File: config.mk
export PLATFORM = sky130hd
export DESIGN_NAME = uart_tx_frame
export DESIGN_NICKNAME = d
export VERILOG_FILES = /design/src/rtl/uart_pkg.sv /design/src/rtl/uart_edge_det.sv /design/src/rtl/uart_tx_frame.sv
export SDC_FILE = /design/constraint.sdc
export NUM_CORES = 1
export LEC_CHECK = 0
export ABC_AREA = 1
export CAP_MARGIN = 20
export CORE_MARGIN = 2
export CORE_UTILIZATION = 26
export DETAILED_ROUTE_END_ITERATION = 6
export PLACE_DENSITY = 0.45
export SYNTH_ARGS = -nofsm -noshare
export SYNTH_HDL_FRONTEND = slang
export SYNTH_SLANG_ARGS = --single-unit
File: constraint.sdc
create_clock -name clkdiv -period 1.6 [get_ports clkdiv]
set_input_delay 0.24 -clock clkdiv [delete_from_list [all_inputs] [get_ports clkdiv]]
set_output_delay 0.24 -clock clkdiv [all_outputs]
set_load 0.005 [all_outputs]
File: src/rtl/uart_pkg.sv
// uart_pkg
// Shared definitions for the UART transmit path: frame state encoding,
// parity selection codes, data-length constants, the captured frame
// configuration record and small helpers used by the transmitter.
package uart_pkg;

    typedef enum logic [2:0] {
        IDLE,
        ARMED,
        START,
        DATA,
        PARITY,
        STOP
    } tx_state_t;

    localparam logic [1:0] PAR_NONE = 2'b00;
    localparam logic [1:0] PAR_ODD  = 2'b01;
    localparam logic [1:0] PAR_EVEN = 2'b10;

    localparam int DATA_BITS_7 = 7;
    localparam int DATA_BITS_8 = 8;

    // Everything needed to send one frame, captured together on a request
    typedef struct packed {
        logic [7:0] data;
        logic       d_num;
        logic [1:0] par;
        logic       s_num;
    } frame_cfg_t;

    // Code 2'b11 is deliberately treated the same as PAR_NONE
    function automatic logic parity_enabled(input logic [1:0] par);
        return (par == PAR_ODD) || (par == PAR_EVEN);
    endfunction

    // Parity covers only the bits actually sent, so bit 7 is masked in 7-bit mode
    function automatic logic parity_bit(input frame_cfg_t cfg);
        logic [7:0] bits;
        logic       ones_odd;
        bits     = cfg.d_num ? cfg.data : {1'b0, cfg.data[6:0]};
        ones_odd = ^bits;
        return (cfg.par == PAR_ODD) ? ~ones_odd : ones_odd;
    endfunction

    function automatic logic [2:0] last_bit_index(input logic d_num);
        return d_num ? 3'(DATA_BITS_8 - 1) : 3'(DATA_BITS_7 - 1);
    endfunction

endpackage

File: src/rtl/uart_edge_det.sv
// uart_edge_det
// Single-bit rising-edge detector. The delayed copy is registered and the
// edge output is combinational, so it is high for the one cycle in which
// the input is already high but its registered copy is still low.
//
// Ports:
//   clkdiv  in  system clock
//   reset   in  synchronous active-high reset (clears the delayed copy)
//   sig     in  level signal to watch
//   rise    out high for one cycle on a 0->1 transition of sig
module uart_edge_det (
    input  logic clkdiv,
    input  logic reset,
    input  logic sig,
    output logic rise
);

    logic sig_q;

    always_ff @(posedge clkdiv) begin
        if (reset) begin
            sig_q <= 1'b0;
        end else begin
            sig_q <= sig;
        end
    end

    assign rise = sig & ~sig_q;

endmodule

File: src/rtl/uart_tx_frame.sv
// uart_tx_frame
// Serial transmit stage. Each rising edge of enable_tx requests one
// asynchronous frame: start bit, 7 or 8 data bits LSB first, optional
// parity bit and 1 or 2 stop bits, each bit lasting one baud tick.
// The frame format is captured with the data at request time.
//
// Optional feature: define UART_TX_HOLD_EN to add a one-entry holding
// register so a request arriving mid-frame is queued rather than dropped.
//
// Ports:
//   clkdiv      in  system clock
//   reset       in  synchronous active-high reset
//   bd_rate_tx  in  baud strobe (level, only its rising edge is used)
//   enable_tx   in  transmit request (level, a 0->1 transition is one request)
//   data_in_tx  in  byte to send
//   d_num       in  0 = 7 data bits, 1 = 8 data bits
//   par         in  00 none, 01 odd, 10 even, 11 none
//   s_num       in  0 = one stop bit, 1 = two stop bits
//   tx          out serial line, idle high
//   busy        out frame armed or in progress
//   done        out one-cycle pulse at the end of the last stop bit
//   overrun     out one-cycle pulse when a request is dropped
module uart_tx_frame
    import uart_pkg::*;
(
    input  logic       clkdiv,
    input  logic       reset,
    input  logic       bd_rate_tx,
    input  logic       enable_tx,
    input  logic [7:0] data_in_tx,
    input  logic       d_num,
    input  logic [1:0] par,
    input  logic       s_num,
    output logic       tx,
    output logic       busy,
    output logic       done,
    output logic       overrun
);

    logic       tick;
    logic       req;
    tx_state_t  state;
    frame_cfg_t frame;
    frame_cfg_t in_cfg;
    logic [2:0] bit_idx;
    logic       stop_cnt;

`ifdef UART_TX_HOLD_EN
    frame_cfg_t hold_cfg;
    logic       hold_full;
`endif

    uart_edge_det u_tick_det (
        .clkdiv (clkdiv),
        .reset  (reset),
        .sig    (bd_rate_tx),
        .rise   (tick)
    );

    uart_edge_det u_req_det (
        .clkdiv (clkdiv),
        .reset  (reset),
        .sig    (enable_tx),
        .rise   (req)
    );

    assign in_cfg = {data_in_tx, d_num, par, s_num};

    // Frame sequencer. tx/busy/done/overrun are all registered here so the
    // line changes exactly one clock after a detected tick. A tick coinciding
    // with a request in IDLE is not used: ARMED always waits for a fresh tick.
    always_ff @(posedge clkdiv) begin
        if (reset) begin
            state    <= IDLE;
            frame    <= '0;
            bit_idx  <= '0;
            stop_cnt <= 1'b0;
            tx       <= 1'b1;
            busy     <= 1'b0;
            done     <= 1'b0;
            overrun  <= 1'b0;
`ifdef UART_TX_HOLD_EN
            hold_cfg  <= '0;
            hold_full <= 1'b0;
`endif
        end else begin
            done    <= 1'b0;
            overrun <= 1'b0;

            case (state)
                IDLE: begin
                    tx <= 1'b1;
                    if (req) begin
                        frame <= in_cfg;
                        busy  <= 1'b1;
                        state <= ARMED;
                    end
                end

                ARMED: begin
                    if (tick) begin
                        tx    <= 1'b0;
                        state <= START;
                    end
                end

                START: begin
                    if (tick) begin
                        bit_idx <= 3'd0;
                        tx      <= frame.data[0];
                        state   <= DATA;
                    end
                end

                DATA: begin
                    if (tick) begin
                        if (bit_idx == last_bit_index(frame.d_num)) begin
                            if (parity_enabled(frame.par)) begin
                                tx    <= parity_bit(frame);
                                state <= PARITY;
                            end else begin
                                tx       <= 1'b1;
                                stop_cnt <= 1'b0;
                                state    <= STOP;
                            end
                        end else begin
                            bit_idx <= bit_idx + 3'd1;
                            tx      <= frame.data[bit_idx + 3'd1];
                        end
                    end
                end

                PARITY: begin
                    if (tick) begin
                        tx       <= 1'b1;
                        stop_cnt <= 1'b0;
                        state    <= STOP;
                    end
                end

                STOP: begin
                    if (tick) begin
                        if (stop_cnt == frame.s_num) begin
                            done <= 1'b1;
`ifdef UART_TX_HOLD_EN
                            // A queued frame goes straight to ARMED so busy never drops
                            if (hold_full) begin
                                frame     <= hold_cfg;
                                hold_full <= 1'b0;
                                state     <= ARMED;
                            end else begin
                                busy  <= 1'b0;
                                state <= IDLE;
                            end
`else
                            busy  <= 1'b0;
                            state <= IDLE;
`endif
                        end else begin
                            stop_cnt <= stop_cnt + 1'b1;
                        end
                    end
                end

                default: begin
                    tx    <= 1'b1;
                    busy  <= 1'b0;
                    state <= IDLE;
                end
            endcase

            // Requests arriving while a frame is armed or running
            if (req && (state != IDLE)) begin
`ifdef UART_TX_HOLD_EN
                if (!hold_full) begin
                    hold_cfg  <= in_cfg;
                    hold_full <= 1'b1;
                end else begin
                    overrun <= 1'b1;
                end
`else
                overrun <= 1'b1;
`endif
            end
        end
    end

endmodule

# Yosys cells after proc, flatten, opt, wreduce, memory -nomap -nowiden
# Index checks and enable logic that the tools add are counted.
# totals
register_bits	25
in_bits	16
out_inout_bits	4
# op_classes
add_sub_neg	2
magnitude_cmp	1
n_eq_ne	20
mux	38
bitwise	8
reduce_logical	15
# ops
cell	n
$mux W3	11
$ne A2 B2 Y1 const B	11
$mux W1	20
$pmux W3 S6	1
$mux W8	1
$reduce_and A4 Y1	2
$reduce_and A8 Y1	1
$reduce_xor A8 Y1	1
$reduce_and A7 Y1	1
$eq A3 B2 Y1 const B	2
$eq A3 B3 Y1 const B	2
$not A1 Y1	6
$pmux W1 S3	2
$pmux W3 S2	1
$reduce_bool A3 Y1	2
$pmux W1 S5	1
$reduce_and A5 Y1	1
$lt A3 B4 Y1 const B	1
$reduce_or A4 Y1	1
$add A3 B1 Y3 const B	1
$bmux W1 S3	1
$eq A3 B1 Y1 const B	1
$eq A3 B3 Y1	1
$logic_not A3 Y1	1
10 further kinds	11

# Longest topological paths before layout
# Gate-level depths: netlist of the first run.
# depth
ltp_word	8
ltp_mapped	14
ltp_nobuf	14

# Modules after synthesis
# A second synthesis of the first run with hierarchy kept.
# hier_totals
hier_cells	195
hier_area_um2	1350.0
# by_module_without_submodules
mod	instances	cells_per_inst	area_each_um2	seq_area_each_um2
uart_tx_frame	1	187	1287.5	460.4
uart_edge_det	2	4	31.3	20.0

# Worst setup path after synthesis of the first run
# OpenSTA, ideal clock, no wires.
# synth_path
path_type	register to register
start	register state[0]
end	register bit_idx[0]
setup_ns	0.115
arrival_time_ns	1.248
required_ns	1.485
setup_slack_ns	0.237
path_stages_with_launch	12
path_buffers	0
period_less_slack_ns	1.363
path_cell_list	dfxtp_1 -> inv_2 -> nor2_2 -> inv_2 -> nor2_4 -> inv_2 -> nor2_4 -> inv_2 -> a21oi_4 -> inv_2 -> a21oi_1 -> nor2_1
# synth_between
elab_chain_len	3
# synth_rtl
element	line	text
from (decl)	uart_tx_frame.sv:42	tx_state_t state;
from (signal assigned)	uart_tx_frame.sv:74	state <= IDLE;
from (signal assigned)	uart_tx_frame.sv:96	state <= ARMED;
from (signal assigned)	uart_tx_frame.sv:103	state <= START;
$eq A3 B2 Y1	uart_tx_frame.sv:90	case (state)
$ne A2 B2 Y1 (no source line) / $reduce_bool A2 Y1 (equally long branches)	--	
$reduce_and A4 Y1 (no source line)	--	
to (signal assigned)	uart_tx_frame.sv:127	bit_idx <= bit_idx + 3'd1;
to (decl)	uart_tx_frame.sv:45	logic [2:0] bit_idx;
# Several ways; a longest one is shown, not always the timed one.
# A chain may end at the register's enable or synchronous reset.

# Worst setup path in the final report of the first run
# layout_path
start	register state[2]
end	register state[0]
# layout_between
elab_chain_len	3
# layout_rtl
element	line
$eq A3 B2 Y1, or another cell as far along	uart_tx_frame.sv:90
$ne A2 B2 Y1 (no source line)	--
$reduce_and A8 Y1 (no source line)	--
# Several ways; a longest one is shown, not always the timed one.

==> results.cfg, run 1 <==
[layout]
multi_input_area_um2 = 694
seqCellArea_um2 = 509
fill_cells = 546
nNetsFinal = 246
final_cell_area_um2 = 1740
antennaDiodeCount = 0
drive_gt1_share_pct = 15.9
syn2layout_area_growth_pct = 32.6

[floorplan]
core_um2 = 4790
rows = 25
die_w_um = 75.0
ioPinCount = 20
dieArea_um2 = 5620
die_h_um = 75.0
initial_core_util_pct = 27.3

[synth]
netlist_top_cells_area = dfxtp_1 (38%), nand2_1 (11%), nor2_1 (8.3%)
syn-num-nets = 214
ys_types = 25
synth_top_flop_cell = dfxtp_1
synthesis.area_um2 = 1310
ys_seq_elements = 25
syn_avg_cell_area_um2 = 6.68
synth_top_area_share_pct = 38.2
ys_warn_count = 0
synthTopCellsByCount = nand2_1 (40), nor2_1 (29), dfxtp_1 (25)
synth_enable_flop_cells = 0
postSynth.asyncResetShare_pct = 0
synth_area_leader_cell = dfxtp_1
seq_area_frac_synth_pct = 38.2
yosysMostFrequentCell = nand2_1
syn_inst = 196

[sta]
timing.final.crit_share_pct = 92.5
whs_ps = 463
skew_ps = 8.71
rsz0062_at_grt = false
drv_slew = 0
worst_pin_slew_ps = 310
period_minus_slack_ps = 1480
worst_slew_margin_rel_pct = 79.4
hold_viol_final = 0
tns_ps = 0
fmax_ghz = 0.675
setup_viol = 0

[placed_design]
globalplace.congestion = 0.852
numPortBuffers = 19
dpl.hpwl_um = 2320
placed_cell_area_um2 = 1660

[global_routing]
grt_max_degree = 18
grt.overflow.total = 0
track_usage_pct = 12.0
antenna_found_initial = 0
grt_pass1_vias = 1150
grt_pass1_wl_um = 5200

[critical_path]
worstSetupPathType = flop to flop
required_ps = 1810
end_kind = flop
critPathBufInv = 1
slowest_stage = dfxtp_1
path_delay_family = flip-flops
crit_path_max_incr_delay_ps = 450
cp-start-kind = flop
worstPathArrival_ps = 1690
worstPathMaxFanout = 5
crit_chain = inv_1, nand3_2, o21ai_1, o21ai_2, nand2_2, or2_1, a21oi_2

[drt]
antenna_left = 0
routed_wl_um = 3040
vias = 1241
avgRoutedWirePerCell_um = 10.4
drt_iter0_drc = 44
dr.pass1.iters = 4
drc = 0
via_per_inst = 4.22

[run]
maxCapViolCount = 0

[power]
p_total_uw = 2750
p_leak_uw = 0.000733
powerDensity_nw_per_um2 = 1580
vdd_drop_max_mv = 0.518

[outcome]
status = finished, final reports clean

[cts]
cts_num_sinks = 25
cts_buffer_depth = 2
cts_buffers = 3
clkTransAtPathRegs_ps = 100
root_buffer = clkbuf_8
worstSkewPairLatency_ps = 270
cts_max_level = 1
cts_tree = built
holdBufCountCts = 0

[worst_hold_path]
hp-class = flop to flop
## final cells by class
cell class,instances,share of cell area (%)
sequential,25,29.3
clock buffer,3,2.38
tap,67,4.83
inverter,29,6.27
timing repair buffer,31,16.9
multi-input combinational,138,40.0
clock inverter,1,0.288
## cell usage in the layout, fill, tap and decap left out, drive strengths merged, types with 2 or more instances in the layout
cell / n
nor3: 4
nand3: 13
dfxtp: 25
inv: 29
a21oi: 17
buf: 12
o31ai: 2
clkbuf: 3
o22ai: 2
nor2: 33
nand2: 41
ha: 2
o21ai: 19
clkdlybuf4s50: 19
xnor2: 3
## layer usage
layer	vias to the layer above	global-route usage [%]	part of all wire, %
li1	685	-	-
met1	542	17.8	55
met2	12	18.0	42
met3	2	1.61	1.5
met4	0	3.57	0.95
met5	-	0	0
## state kept, by name, summed over array words and instances, names as in the netlist
signal            flops
u_req_det.sig_q       1
state                 3
overrun               1
busy                  1
u_tick_det.sig_q      1
done                  1
stop_cnt              1
frame                12
tx                    1
bit_idx               3
## cell families (layout without fill, tap and decap cells)
| logic type | after synthesis | after routing | synth area share, % |
|---|---|---|---|
| simple gates | 92 | 92 | 30.3 |
| xor+xnor | 4 | 4 | 2.68 |
| compound gates | 40 | 40 | 17.3 |
| buf+inv | 33 | 64 | 9.56 |
| fa+ha+maj | 2 | 2 | 1.91 |
| flops | 25 | 25 | 38.2 |
## metrics by stage
step	std cells	setup slack (ps)	utilization (%)
after global placement	289	-41.2	34.7
after floorplan	196	237	-
after CTS	293	52.8	35.7
after global routing	294	0.524	36.3
final	294	119	36.3
after detailed placement	289	-96.2	34.7
## report_power, final
| group | total, uW | internal [uW] | leakage [uW] | switching (uW) |
|---|---|---|---|---|
| Sequential | 954 | 797 | 0.000207 | 157 |
| Combinational | 1400 | 632 | 0.000501 | 772 |
| Clock | 389 | 174 | 0.0000255 | 214 |
## final timing paths
path / start / endpoint / slack (ps) / cells past startpoint
hold reg to reg: frame[2] / frame[2] / 460 / 2
hold / removal: frame[2] / frame[2] / 460 / 2
setup reg to reg: state[2] / state[0] / 120 / 7
setup / recovery: state[2] / state[0] / 120 / 7
## what timing repair did
| action | 4_1_cts | 5_1_grt |
|---|---|---|
| setup buffers | 0 | 1 |
| gates resized for setup | 0 | 8 |
| endpoints found under the setup margin | 0 | 5 |
## worst min-delay path, delay by kind of cell, from the launching register on
kind	cells	cell delay (ps)
DFF	1	310
buffers and inverters	1	60
AOI/OAI and AO/OA	1	60
No activity file was read; power rests on OpenSTA's default activity.
==> run 2: changes to the inputs <==
Settings changed: CORE_UTILIZATION 26 to 50, CTS_CLUSTER_SIZE set to 8, PLACE_DENSITY 0.45 to 0.75.
==> run 2 against run 1 <==
Compared with the run above:
- register-to-register slack barely moved
- critical path depth rose by 4
- power fell by 7.2%
- non-clock buffer count fell by 4
- routed wire length fell by 5.4%
- clock power fell by 27%
- largest power group unchanged
- critical path type unchanged
==> results.cfg, run 2 (synthesized netlist as in run 1, its figures left out) <==
[layout]
antennaDiodeCount = 0
largest_register_ffs = 12
regMostFlops = frame
nNetsFinal = 242
reg_top3 = frame: 12 flops, bit_idx: 3 flops, state: 3 flops
drive_gt1_share_pct = 12.6
layout_common_cells = nand2_1 (40), nor2_1 (29), inv_1 (23), dfxtp_1 (23), clkdlybuf4s50_1 (19)
post-route-util_pct = 64.9
final_common_cell = nand2_1
fill_cells = 238
syn2layout_area_growth_pct = 22.9

[drt]
top_layer = met4
routed_wl_um = 2880
vias = 1286
avgRoutedWirePerCell_um = 11.4
met3_wirelength_um = 140
drc = 0
drt_iter0_drc = 17
via_per_inst = 5.08
wl_met2_um = 1380
antenna_left = 0
dr.pass1.iters = 4
wl_met1_um = 1300

[outcome]
status = finished, final reports clean

[sta]
hold_viol_final = 0
setup_viol = 0
drv_slew = 0
worst_slew_margin_rel_pct = 71.1
whs_ps = 438
period_minus_slack_ps = 1490
timing.final.crit_share_pct = 93.2
worst_pin_slew_ps = 433
rsz0062_at_grt = true
fmax_ghz = 0.671
skew_ps = 6.44

[floorplan]
initial_core_util_pct = 52.8
dieArea_um2 = 3040
die_w_um = 55.2
rows = 18
ioPinCount = 20
core_um2 = 2480
die_h_um = 55.2

[global_routing]
track_usage_pct = 22.5
grt_max_degree = 17
antenna_found_initial = 0
grt_pass1_vias = 1196
grt_pass1_wl_um = 4840
grt.overflow.total = 0

[cts]
cts_buffers = 3
cts_max_level = 1
root_buffer = clkbuf_4
holdBufCountCts = 0
cts_tree = built
postCtsResizedCells = 0
worstSkewPairLatency_ps = 320
postCtsSetupBuffers = 0
cts_buffer_depth = 2
cts_num_sinks = 25
clkTransAtPathRegs_ps = 130

[critical_path]
end_kind = flop
worstPathMaxFanout = 4
worstPathArrival_ps = 1730
slowest_stage = dfxtp_2
crit_path_max_incr_delay_ps = 390
required_ps = 1840
critPathBufInv = 5
r2r-start = state[0]
worst_path_most_repeated_cell = inv_2
path_delay_family = simple AND/OR/NAND/NOR gates
setup.worst_path.start = state[0]
crit_chain = inv_2, nor2_2, inv_2, nor2_4, inv_2, nor2_4, inv_2, a21oi_4, inv_2, a21oi_1, nor2_1
cp-start-kind = flop
worstSetupPathType = flop to flop

[run]
maxCapViolCount = 0

[placed_design]
globalplace.congestion = 0.824
numPortBuffers = 19
dpl.hpwl_um = 2240

[power]
vdd_drop_max_mv = 1.21
p_leak_uw = 0.000698
powerDensity_nw_per_um2 = 1580

[worst_hold_path]
hp-class = input pin to flop
min_from = bd_rate_tx
==> run 2: cell types whose count changed in the layout (fill, tap and decap cells not counted), moves of 2 or more <==
cell,change
clkbuf_8,-3
buf_4,-3
dfxtp_4,-2
clkbuf_4,+3
==> run 2: layout make-up <==
| cell class | instances | area, um^2 | area share (%) |
|---|---|---|---|
| timing repair buffer | 27 | 250 | 15.6 |
| sequential | 25 | 503 | 31.3 |
| clock buffer | 4 | 26.3 | 1.63 |
| multi-input combinational | 138 | 683 | 42.5 |
| inverter | 29 | 109 | 6.77 |
| tap | 30 | 37.5 | 2.33 |
==> run 2: tightest hold or removal path: cells and delay by family <==
| kind | cells | cell delay, ps |
|---|---|---|
| buffers and inverters | 2 | 450 |
| AND/OR/NAND/NOR | 1 | 40 |
==> run 2: path summary, 6_finish.rpt <==
check                                         to  slack, ps  cells past startpoint
worst min register to register          frame[2]        480                      2
worst max-delay path                  bit_idx[0]        110                     11
worst min-delay path            u_tick_det.sig_q        440                      3
worst max register to register        bit_idx[0]        110                     11
==> run 2: metal layers <==
layer  vias to the layer above  track usage [%]
met1                       564             27.1
met4                         0             9.35
met3                         5             3.49
met5                         -                0
li1                        678                -
met2                        39             39.5
==> run 2: per-stage QoR <==
| step | setup WS [ps] | power, uW | cell area, um^2 | setup TNS [ps] | instances |
|---|---|---|---|---|---|
| after floorplan | 237 | 1850 | 1310 | 0 | 196 |
| after global placement | -19.1 | 2210 | 1580 | -19.1 | 249 |
| after detailed placement | -93.2 | 2270 | 1580 | -154 | 249 |
| after CTS | 71.4 | 2550 | 1610 | 0 | 253 |
| after global routing | -6.16 | 2790 | 1610 | -6.16 | 253 |
| final | 109 | 2550 | 1610 | 0 | 253 |
==> run 2: power breakdown <==
group          internal [uW]  leakage (uW)  switching (uW)  total [uW]
combinational            565      0.000476             760        1330
sequential               790      0.000206             150         940
clock                   97.8     0.0000150             186         284
total                   1450      0.000698            1100        2550
==> run 3: changes to the inputs <==
Settings changed: CORE_UTILIZATION 50 to 47, PLACE_DENSITY 0.75 to 0.74, TNS_END_PERCENT set to 10.
Clock period 1.6 ns to 1.3 ns, I/O delays scaled along.
==> run 3 against run 2 <==
Compared with the run above:
- the flow now finishes with violations (setup timing)
- core utilization grew 4.6 points
- maximum frequency grew 2.6%
- via count grew 6.2%
- critical path type unchanged
- largest power group unchanged
==> results.cfg, run 3 (synthesized netlist as in run 1, its figures left out) <==
[sta]
fin_ws_ps = -153
skew_ps = 5.43
drv_slew = 0
rsz0062_at_grt = true
worst_slew_margin_rel_pct = 80.6
timing.final.crit_share_pct = 112
setup_viol = 11
fmax_ghz = 0.688
hold_viol_final = 0
period_minus_slack_ps = 1450
worst_pin_slew_ps = 289

[drt]
vias = 1366
via_per_inst = 4.88
drc = 0
drt_iter0_drc = 40
avgRoutedWirePerCell_um = 11.1
routed_wl_um = 3110
dr.pass1.iters = 4
antenna_left = 0

[layout]
antennaDiodeCount = 0
finalNonFillerCells = 280
nNetsFinal = 268
regMostFlops = frame
reg_top3 = frame: 12 flops, bit_idx: 3 flops, state: 3 flops
syn2layout_area_growth_pct = 44.1
layout_common_cells = nand2_1 (40), buf_4 (32), nor2_1 (27), inv_1 (22), dfxtp_1 (16)
final_common_cell = nand2_1
largest_register_ffs = 12
fill_cells = 223
drive_gt1_share_pct = 28.1

[placed_design]
dpl.hpwl_um = 2400
globalplace.congestion = 0.892
dp_cells = 275
numPortBuffers = 19

[floorplan]
rows = 19
initial_core_util_pct = 48.3
dieArea_um2 = 3220
ioPinCount = 20
die_w_um = 56.8
die_h_um = 56.8
core_um2 = 2710

[critical_path]
critPathBufInv = 5
worst_path_most_repeated_cell = inv_2
required_ps = 1540
path_delay_family = flip-flops
worstPathArrival_ps = 1700
crit_path_max_incr_delay_ps = 400
slowest_stage = dfxtp_4
cp-start-kind = flop
worstSetupPathType = flop to flop
worstPathMaxFanout = 4
end_kind = flop
crit_chain = inv_2, nor2_2, inv_2, nor2_4, inv_2, nor2_4, inv_2, a21oi_4, inv_2, a21oi_1, nor2_1

[power]
p_total_uw = 3680
vdd_drop_max_mv = 1.52
p_leak_uw = 0.000847
powerDensity_nw_per_um2 = 1950

[cts]
cts_max_level = 1
cts_buffer_depth = 2
root_buffer = clkbuf_4
holdBufCountCts = 0
cts_num_sinks = 25
cts_tree = built
worstSkewPairLatency_ps = 330
clkTransAtPathRegs_ps = 140
cts_buffers = 3

[global_routing]
grt_pass1_vias = 1259
grt_max_degree = 17
track_usage_pct = 21.3
grt_pass1_wl_um = 5390
antenna_found_initial = 0
grt.overflow.total = 0

[run]
maxCapViolCount = 0

[outcome]
status = complete, but fails checks
violations = setup timing

[worst_hold_path]
hp-class = input pin to flop
run 3: final timing paths:
path              from              end  slack, ps  depth (start not counted)
max           state[0]       bit_idx[0]       -150                         11
min          enable_tx  u_req_det.sig_q        400                          3
max reg2reg   state[0]       bit_idx[0]       -150                         11
min reg2reg         tx               tx        480                          2
run 3: routing by layer:
layer	up-vias	track usage [%]	part of all wire (%)	routed length, um
met2	35	33.9	46	1440
met3	5	3.92	5.5	172
met5	-	0	0	0
li1	727	-	-	-
met4	0	9.97	2.0	62
met1	599	28.0	46	1430
run 3: stage by stage:
step / util [%] / hold WS (ps) / setup WS (ps) / TNS, ps / instance area [um^2]
final: 69.6 / 403 / -153 / -908 / 1890
after global routing: 69.6 / 426 / -247 / -2490 / 1890
after CTS: 67.7 / 398 / -153 / -1840 / 1840
after detailed placement: 65.8 / 469 / -352 / -4330 / 1780
after global placement: 65.8 / 451 / -285 / -3040 / 1780
after floorplan: - / 320 / -62.3 / -108 / 1310
run 3: what timing repair did:
item,in CTS,in global routing
gates resized for setup,7,18
pin swaps,0,2
buffers inserted,1,0
endpoints found under the setup margin,25,23
run 3: worst min-delay path, stage by stage:
cell and delay (ps):
clkdlybuf4s50_1 400, inv_1 70, nor2_1 40
run 3: report_power, final:
group / total, uW / internal [uW] / switching, uW
clock network: 364 / 121 / 244
registers: 1180 / 1000 / 183
logic: 2130 / 1050 / 1080
total: 3680 / 2170 / 1510
run 3: area by class of cell:
type / instances / area [um^2] / share of cell area, %
repair buffers: 53 / 460 / 24.4
well taps: 31 / 38.8 / 2.06
inverters: 29 / 109 / 5.77
multi-input cells: 138 / 734 / 39.0
clock buffers: 4 / 26.3 / 1.39
flip-flops and latches: 25 / 517 / 27.4
